[config.mk]
export PLATFORM = sky130hd
export DESIGN_NAME = tx_alc
export DESIGN_NICKNAME = d
export VERILOG_FILES = /design/src/rtl/tx_alc.sv
export SDC_FILE = /design/constraint.sdc
export NUM_CORES = 2
export LEC_CHECK = 0
export BUFFER_PORTS_ARGS = -buffer_cell sky130_fd_sc_hd__buf_2
export CAP_MARGIN = 0
export CORE_MARGIN = 4
export CORE_UTILIZATION = 50
export CTS_CLUSTER_SIZE = 28
export DETAILED_ROUTE_END_ITERATION = 12
export PLACE_DENSITY = 0.7
export SYNTH_ARGS = -nofsm -noshare
export SYNTH_HDL_FRONTEND = slang
export SYNTH_SLANG_ARGS = --single-unit
export TNS_END_PERCENT = 20
[constraint.sdc]
create_clock -name clk -period 29.2 [get_ports clk]
set_clock_uncertainty 0.1 [all_clocks]
set_input_delay 2.92 -clock clk [delete_from_list [all_inputs] [get_ports clk]]
set_output_delay 2.92 -clock clk [all_outputs]
set_load 0.01 [all_outputs]
[src/rtl/tx_alc.sv]
// Transmit automatic level control: scales x_in by a Q2.14 gain and adapts the
// gain once per measurement window so the mean output power tracks target^2.
module tx_alc #(
   parameter logic [15:0] GAIN_INIT = 16'h4000,
   parameter int          LOCK_CNT  = 4
) (
   input  logic               clk,
   input  logic               rst,
   input  logic               enable,
   input  logic               in_valid,
   input  logic signed [15:0] x_in,
   input  logic        [15:0] target,
   input  logic        [3:0]  win_log2,
   input  logic        [7:0]  step,
   input  logic        [15:0] gain_min,
   input  logic        [15:0] gain_max,
   output logic signed [15:0] y_out,
   output logic               out_valid,
   output logic        [15:0] gain,
   output logic               gain_upd,
   output logic               sat,
   output logic               locked
);

   localparam logic [1:0] IDLE   = 2'd0;
   localparam logic [1:0] ACCUM  = 2'd1;
   localparam logic [1:0] UPDATE = 2'd2;
   localparam logic [7:0] LOCK_N = 8'(LOCK_CNT);

   logic [1:0]  state_reg;
   logic [15:0] gain_reg;
   logic [43:0] acc_reg;
   logic [12:0] cnt_reg;
   logic [3:0]  w_reg;
   logic [7:0]  tol_reg;

   // ---------------- datapath ----------------
   logic signed [32:0] prod;
   logic signed [18:0] prod_sh;
   logic               sat_c;
   logic signed [15:0] y_c;

   assign prod    = 33'($signed({1'b0, gain_reg})) * 33'(x_in);
   assign prod_sh = prod[32:14];
   assign sat_c   = (prod_sh > 19'sd32767) || (prod_sh < -19'sd32768);
   assign y_c     = sat_c ? (prod_sh[18] ? 16'sh8000 : 16'sh7FFF) : prod_sh[15:0];

   always_ff @(posedge clk or negedge rst) begin
      if (!rst) begin
         y_out     <= '0;
         out_valid <= 1'b0;
         sat       <= 1'b0;
      end else begin
         out_valid <= in_valid;
         sat       <= in_valid & sat_c;
         if (in_valid) y_out <= y_c;
      end
   end

   // ---------------- loop arithmetic ----------------
   logic        [3:0]  w_clamped;
   logic        [12:0] win_len;
   logic        [12:0] cnt_inc;
   logic signed [31:0] sq;
   logic        [43:0] acc_add;
   logic        [31:0] tp;
   logic        [43:0] mean_full;
   logic signed [32:0] err;
   logic signed [20:0] err_sh;
   logic signed [29:0] dprod;
   logic signed [21:0] delta;
   logic signed [23:0] gsum;
   logic        [32:0] abs_err;
   logic               in_tol;
   logic        [15:0] g_new;

   assign w_clamped = (win_log2 < 4'd4) ? 4'd4 : ((win_log2 > 4'd12) ? 4'd12 : win_log2);
   assign win_len   = 13'd1 << w_reg;
   assign cnt_inc   = cnt_reg + 13'd1;
   assign sq        = 32'(y_out) * 32'(y_out);
   assign acc_add   = acc_reg + {12'b0, sq};
   assign tp        = 32'(target) * 32'(target);
   assign mean_full = acc_reg >> w_reg;
   // Mean power is at most 2^30, so the low 32 bits of the mean are exact.
   assign err       = $signed({1'b0, tp}) - $signed({1'b0, mean_full[31:0]});
   assign err_sh    = err[32:12];
   assign dprod     = 30'(err_sh) * 30'($signed({1'b0, step}));
   assign delta     = dprod[29:8];
   assign gsum      = $signed({8'b0, gain_reg}) + $signed({{2{delta[21]}}, delta});
   assign abs_err   = err[32] ? -err : err;
   assign in_tol    = abs_err <= {5'b0, tp[31:4]};

   always_comb begin
      g_new = gsum[15:0];
      if (gain_min > gain_max)
         g_new = gain_max;
      else if (gsum < $signed({8'b0, gain_min}))
         g_new = gain_min;
      else if (gsum > $signed({8'b0, gain_max}))
         g_new = gain_max;
   end

   logic unused_bits;
   assign unused_bits = ^{prod[13:0], mean_full[43:32], err[11:0], dprod[7:0], tp[3:0]};

   // ---------------- control ----------------
   always_ff @(posedge clk or negedge rst) begin
      if (!rst) begin
         state_reg <= IDLE;
         gain_reg  <= GAIN_INIT;
         acc_reg   <= '0;
         cnt_reg   <= '0;
         w_reg     <= 4'd4;
         tol_reg   <= '0;
      end else begin
         case (state_reg)
            IDLE: begin
               acc_reg <= '0;
               cnt_reg <= '0;
               tol_reg <= '0;
               if (enable) begin
                  state_reg <= ACCUM;
                  w_reg     <= w_clamped;
               end
            end
            ACCUM: begin
               if (!enable) begin
                  state_reg <= IDLE;
               end else if (out_valid) begin
                  acc_reg <= acc_add;
                  cnt_reg <= cnt_inc;
                  if (cnt_inc == win_len) state_reg <= UPDATE;
               end
            end
            UPDATE: begin
               if (!enable) begin
                  state_reg <= IDLE;
               end else begin
                  gain_reg  <= g_new;
                  state_reg <= ACCUM;
                  w_reg     <= w_clamped;
                  // A sample landing in this cycle opens the next window.
                  acc_reg   <= out_valid ? {12'b0, sq} : 44'd0;
                  cnt_reg   <= out_valid ? 13'd1 : 13'd0;
                  if (!in_tol)
                     tol_reg <= '0;
                  else if (tol_reg < LOCK_N)
                     tol_reg <= tol_reg + 8'd1;
               end
            end
            default: state_reg <= IDLE;
         endcase
      end
   end

   assign gain     = gain_reg;
   assign gain_upd = (state_reg == UPDATE) && enable;
   assign locked   = (state_reg != IDLE) && (tol_reg >= LOCK_N);

endmodule
# Word-level counts from Yosys, hierarchy flattened

Cells that the tools add are included.

Register bits: 105
Input port bits: 80
Output and inout bits: 36
Word-level logic and storage cells: 83

Add/sub/neg operators: 6
$mul: 4
Magnitude comparators: 10
Equal/unequal tests: 10
Shifts and indexed selects: 2
Muxes and demuxes: 28
Bitwise operators: 1
Reduce and logical (&&, ||, !) cells: 13

Operators by type and width:

| operator              | number |
|---|---|
| $mux 44               | 3 |
| $pmux 44 s3           | 1 |
| $mux 16               | 5 |
| $mul 16x16->32        | 2 |
| $add 44x32->44        | 1 |
| $shr 44x4->32         | 1 |
| $mux 13               | 3 |
| $pmux 13 s3           | 1 |
| $le 33x28->1          | 1 |
| $mul 17x16->33        | 1 |
| $mux 33               | 1 |
| $neg 33->33           | 1 |
| $sub 32x32->33        | 1 |
| $mux 32               | 1 |
| $mul 21x9->30         | 1 |
| $mux 8                | 3 |
| $add 17x22->23        | 1 |
| $gt 23x17->1          | 1 |
| $lt 23x17->1          | 1 |
| $gt 19x16->1 const B  | 1 |
| $lt 19x16->1 const B  | 1 |
| $gt 16x16->1          | 1 |
| $pmux 8 s2            | 1 |
| $add 13x1->13 const B | 1 |
| 25 further kinds      | 39 |

# Longest topological paths before layout

Depth after elaboration: 8
Mapped depth: 74
Gate-level depth less buffers: 69

# Worst setup path before layout

OpenSTA, ideal clock, no wires.

Kind: input -> register
Start: input target[8]
End: register gain_reg[14], in the netlist gain[14]
Setup time: 0.098 ns
Data arrival time: 17.177 ns
Data required time: 29.002 ns
Setup slack: 11.825 ns
Cell stages on the path: 69
Buffers on the path: 5
Cell sequence: clkbuf_1 > nand2_1 > fa_1 > fa_1 > inv_1 > fa_1 > inv_1 > fa_1 > inv_1 > fa_1 > inv_1 > fa_1 > inv_1 > ha_1 > buf_2 > nand4_1 > nor4_2 > or3_1 > (+33 left out) > a21o_1 > a211oi_1 > nor3_1 > ha_1 > nor2b_1 > o21ai_0 > nand2b_1 > a21oi_1 > o31ai_1 > a21o_1 > a21o_1 > a21oi_1 > nand2_1 > o21a_1 > and3_1 > clkbuf_1 > buf_2 > a221oi_1

Longest elaborated chain between the ends: 8
Elaborated cells on any way between the ends: 9
Classes of those cells: add/sub: 2; mul: 2; order compare: 2; mux: 3

RTL lines:

| element              | RTL line | text |
|---|---|---|
| from (decl)          | 12       | `input logic [15:0] target,` |
| $mul 16x16->32 (*)   | 82       | `assign tp = 32'(target) * 32'(target);` |
| $sub 32x32->33 (*)   | 85       | `assign err = $signed({1'b0, tp}) - $signed({1'b0, mean_full[31:0]});` |
| $mul 21x9->30 (*)    | 87       | `assign dprod = 30'(err_sh) * 30'($signed({1'b0, step}));` |
| $add 17x22->23 (*)   | 89       | `assign gsum = $signed({8'b0, gain_reg}) + $signed({{2{delta[21]}}, delta});` |
| $gt 23x17->1         | 99       | `else if (gsum > $signed({8'b0, gain_max}))` |
| $mux 16              | 99       |  |
| $mux 16 (*)          | 97       | `else if (gsum < $signed({8'b0, gain_min}))` |
| $mux 16 (*)          | 95       | `if (gain_min > gain_max)` |
| to (signal assigned) | 139      | `gain_reg <= g_new;` |
| to (decl)            | 31       | `logic [15:0] gain_reg;` |

Mark *: on every way between the ends. The rest lies on a longest branch, timed or not.
A chain may end at the register's enable or synchronous reset.

# Worst setup path after layout

Start: input target[1]
End: register gain_reg[6], in the netlist gain[6]

Same word-level chain as after synthesis.

==> results.yml <==
run_status:
  status: "completed"
setup_path:
  crit_top_cell: "fa_1"
  cp_data_required_time_ns: 29.30
  worstSetupStartpointType: "input pin"
  worstSetupPathType: "in -> reg"
  cp_slowest_cell: "nor2_1"
  end_kind: "register"
  critPathArrivalTime_ns: 19.13
  path_max_fanout: 21
  cpPeakStageDelay_ns: 1.00
finish:
  mostFrequentLayoutCells: "inv_1 (1072), fa_1 (723), nand2_1 (592)"
  area_growth_pct: 4.51
  layout_commonest_cell: "inv_1"
  largest_register_ffs: 44
  nNetsFinal: 6453
  drive_above_1_share_pct: 5.73
grt:
  antenna_found_initial: 4
  overflow: 0
  grt_pass1_wl_um: 184000
  grt_use_total_pct: 23.8
  first_global_vias: 36000
  grt_max_degree: 64
clock_tree:
  post-cts-setup-buffers: 0
  ctsResizeCount: 0
  cts_tree: "yes"
  htree_levels: 3
  cts-root-buf: "clkbuf_16"
  clock_latency_ns: 0.39
  hold_buffers: 0
  clock-sinks: 105
  cts_buffer_depth: 2
  clkTransAtPathRegs_ns: 0.08
  cts_buffers: 9
routing:
  wl_per_cell_um: 17.1
  finalWirelength_um: 108000
  drc: 0
  firstDrtPassIters: 6
  vias: 34600
  via_per_inst: 5.50
  drtIter0Drc: 2015
  drtAntennaViolNets: 0
placed_design:
  hpwl_um: 88300
  gp_congestion: 0.926
  port_buffers: 115
floorplan:
  die_y_um: 304
  core-area_sq_um: 86900
  die_area_sq_um: 92600
  ios: 116
  num_rows: 108
  die_w_um: 304
  start_util_pct: 50.5
timing:
  min_period_ns: 19.03
  rsz0062_at_grt: "false"
  fmaxAchievable_ghz: 0.0525
  setup_viol: 0
  finalHoldViolations: 0
  worst_slew_pin_slew_ns: 1.32
  fin_crit_sh_pct: 65.2
  tns_ns: 0
  maxSlewViolCount: 0
  slew_headroom_pct: 11.5
synth:
  yosysWarningCount: 0
  syn_nets: 6460
  yosysUniqueCellTypes: 105
  ys_seq_area_share_pct: 5.99
  syn_area_sq_um: 43900
  avgSynthCellArea_sq_um: 8.54
  synth_ff_type: "dfrtp_1"
  synth_cells: 5137
  synth-edff-count: 0
  ys_seq_elements: 105
  async_flop_share_pct: 100
worst_hold_path:
  hp-class: "reg -> reg"
job:
  cap_violations: 0
cell families (layout without fill, tap and decap cells):
family | count (synthesis) | count (layout) | share of synthesized area [%]
muxes | 103 | 103 | 3.11
xor gates and xnor gates | 238 | 238 | 4.91
adders and majority gates | 1247 | 1247 | 47.9
and+or+nand+nor | 1464 | 1464 | 16.1
other | 0 | 2 | 0
DFF | 105 | 105 | 5.99
AOI/OAI and AO/OA | 721 | 721 | 11.1
buffers and inverters | 1259 | 1257 | 10.9
routing by layer:
layer	vias to the layer above	GRT usage (%)	share of wire, %
li1	16300	-	-
met1	17200	32.8	44
met2	956	40.1	48
met3	155	3.11	5.3
met4	2	5.64	2.6
met5	-	0	0.014
cell type report:
cell class	instances	area [sq um]
flip-flops and latches	105	2630
inverters	1076	4040
fillers	8081	41000
repair buffers	165	953
clock buffers	12	246
multi-input cells	3773	36500
diodes	2	5.00
well taps	1155	1450
clock inverters	4	52.6
through the flow:
stage                     util (%)  cells  hold slack [ns]  setup WS [ns]  cell area, sq um
after floorplan                  -   5137            0.365          11.83             43900
after global placement        52.4   6274            0.382          10.35             45600
after detailed placement      52.4   6274            0.389          10.09             45600
after CTS                     52.8   6290            0.406          10.41             45900
after global routing          52.8   6290            0.428           9.09             45900
final                         52.8   6292            0.400          10.17             45900
final timing paths:
| path | cells after the start | startpoint | endpoint | slack (ns) |
|---|---|---|---|---|
| worst max register to register | 53 | w_reg[2] | gain[6] | 15.43 |
| worst min-delay path | 1 | tol_reg[6] | tol_reg[6] | 0.40 |
| worst max-delay path | 68 | target[1] | gain[6] | 10.17 |
| worst min register to register | 1 | tol_reg[6] | tol_reg[6] | 0.40 |
| max in group asynchronous | 2 | rst | w_reg[1] | 25.23 |
| min in group asynchronous | 1 | rst | gain[15] | 2.44 |
worst max-delay path, delay by kind of cell:
family                   cells  cell delay (ns)
AO/OA/AOI/OAI               23             4.51
AND/OR/NAND/NOR             15             3.07
adder cells (fa/ha/maj)     15             6.69
XOR/XNOR                     3             0.55
buffers and inverters       11             1.02
multiplexers                 1             0.36
synthesized netlist by cell type (14+ instances only):
cell / number / area [sq um]
inv_1: 1072 / 4020
and3_1: 36 / 225
xnor2_1: 154 / 1350
nor2_1: 224 / 841
mux2_2: 18 / 203
a22oi_1: 21 / 158
a211oi_1: 27 / 203
a31oi_1: 41 / 257
o21ai_0: 163 / 816
o21a_1: 23 / 173
mux2i_1: 60 / 601
nor3_1: 40 / 200
and2_1: 260 / 1630
o21bai_1: 14 / 105
nand2_1: 592 / 2220
nand2b_1: 56 / 350
clkbuf_1: 156 / 586
nand4_1: 24 / 150
a221oi_1: 16 / 140
mux4_2: 25 / 563
a21o_1: 63 / 473
xor2_1: 78 / 683
fa_1: 723 / 14500
ha_1: 520 / 6510
a21oi_1: 171 / 856
o211ai_1: 16 / 120
or3_1: 36 / 225
dfrtp_1: 103 / 2580
nand3_1: 75 / 375
nor2b_1: 50 / 313
Power is left out: the tool's default activity adds up to more than one toggle a clock period on the data nets, which glitch-free logic cannot reach.
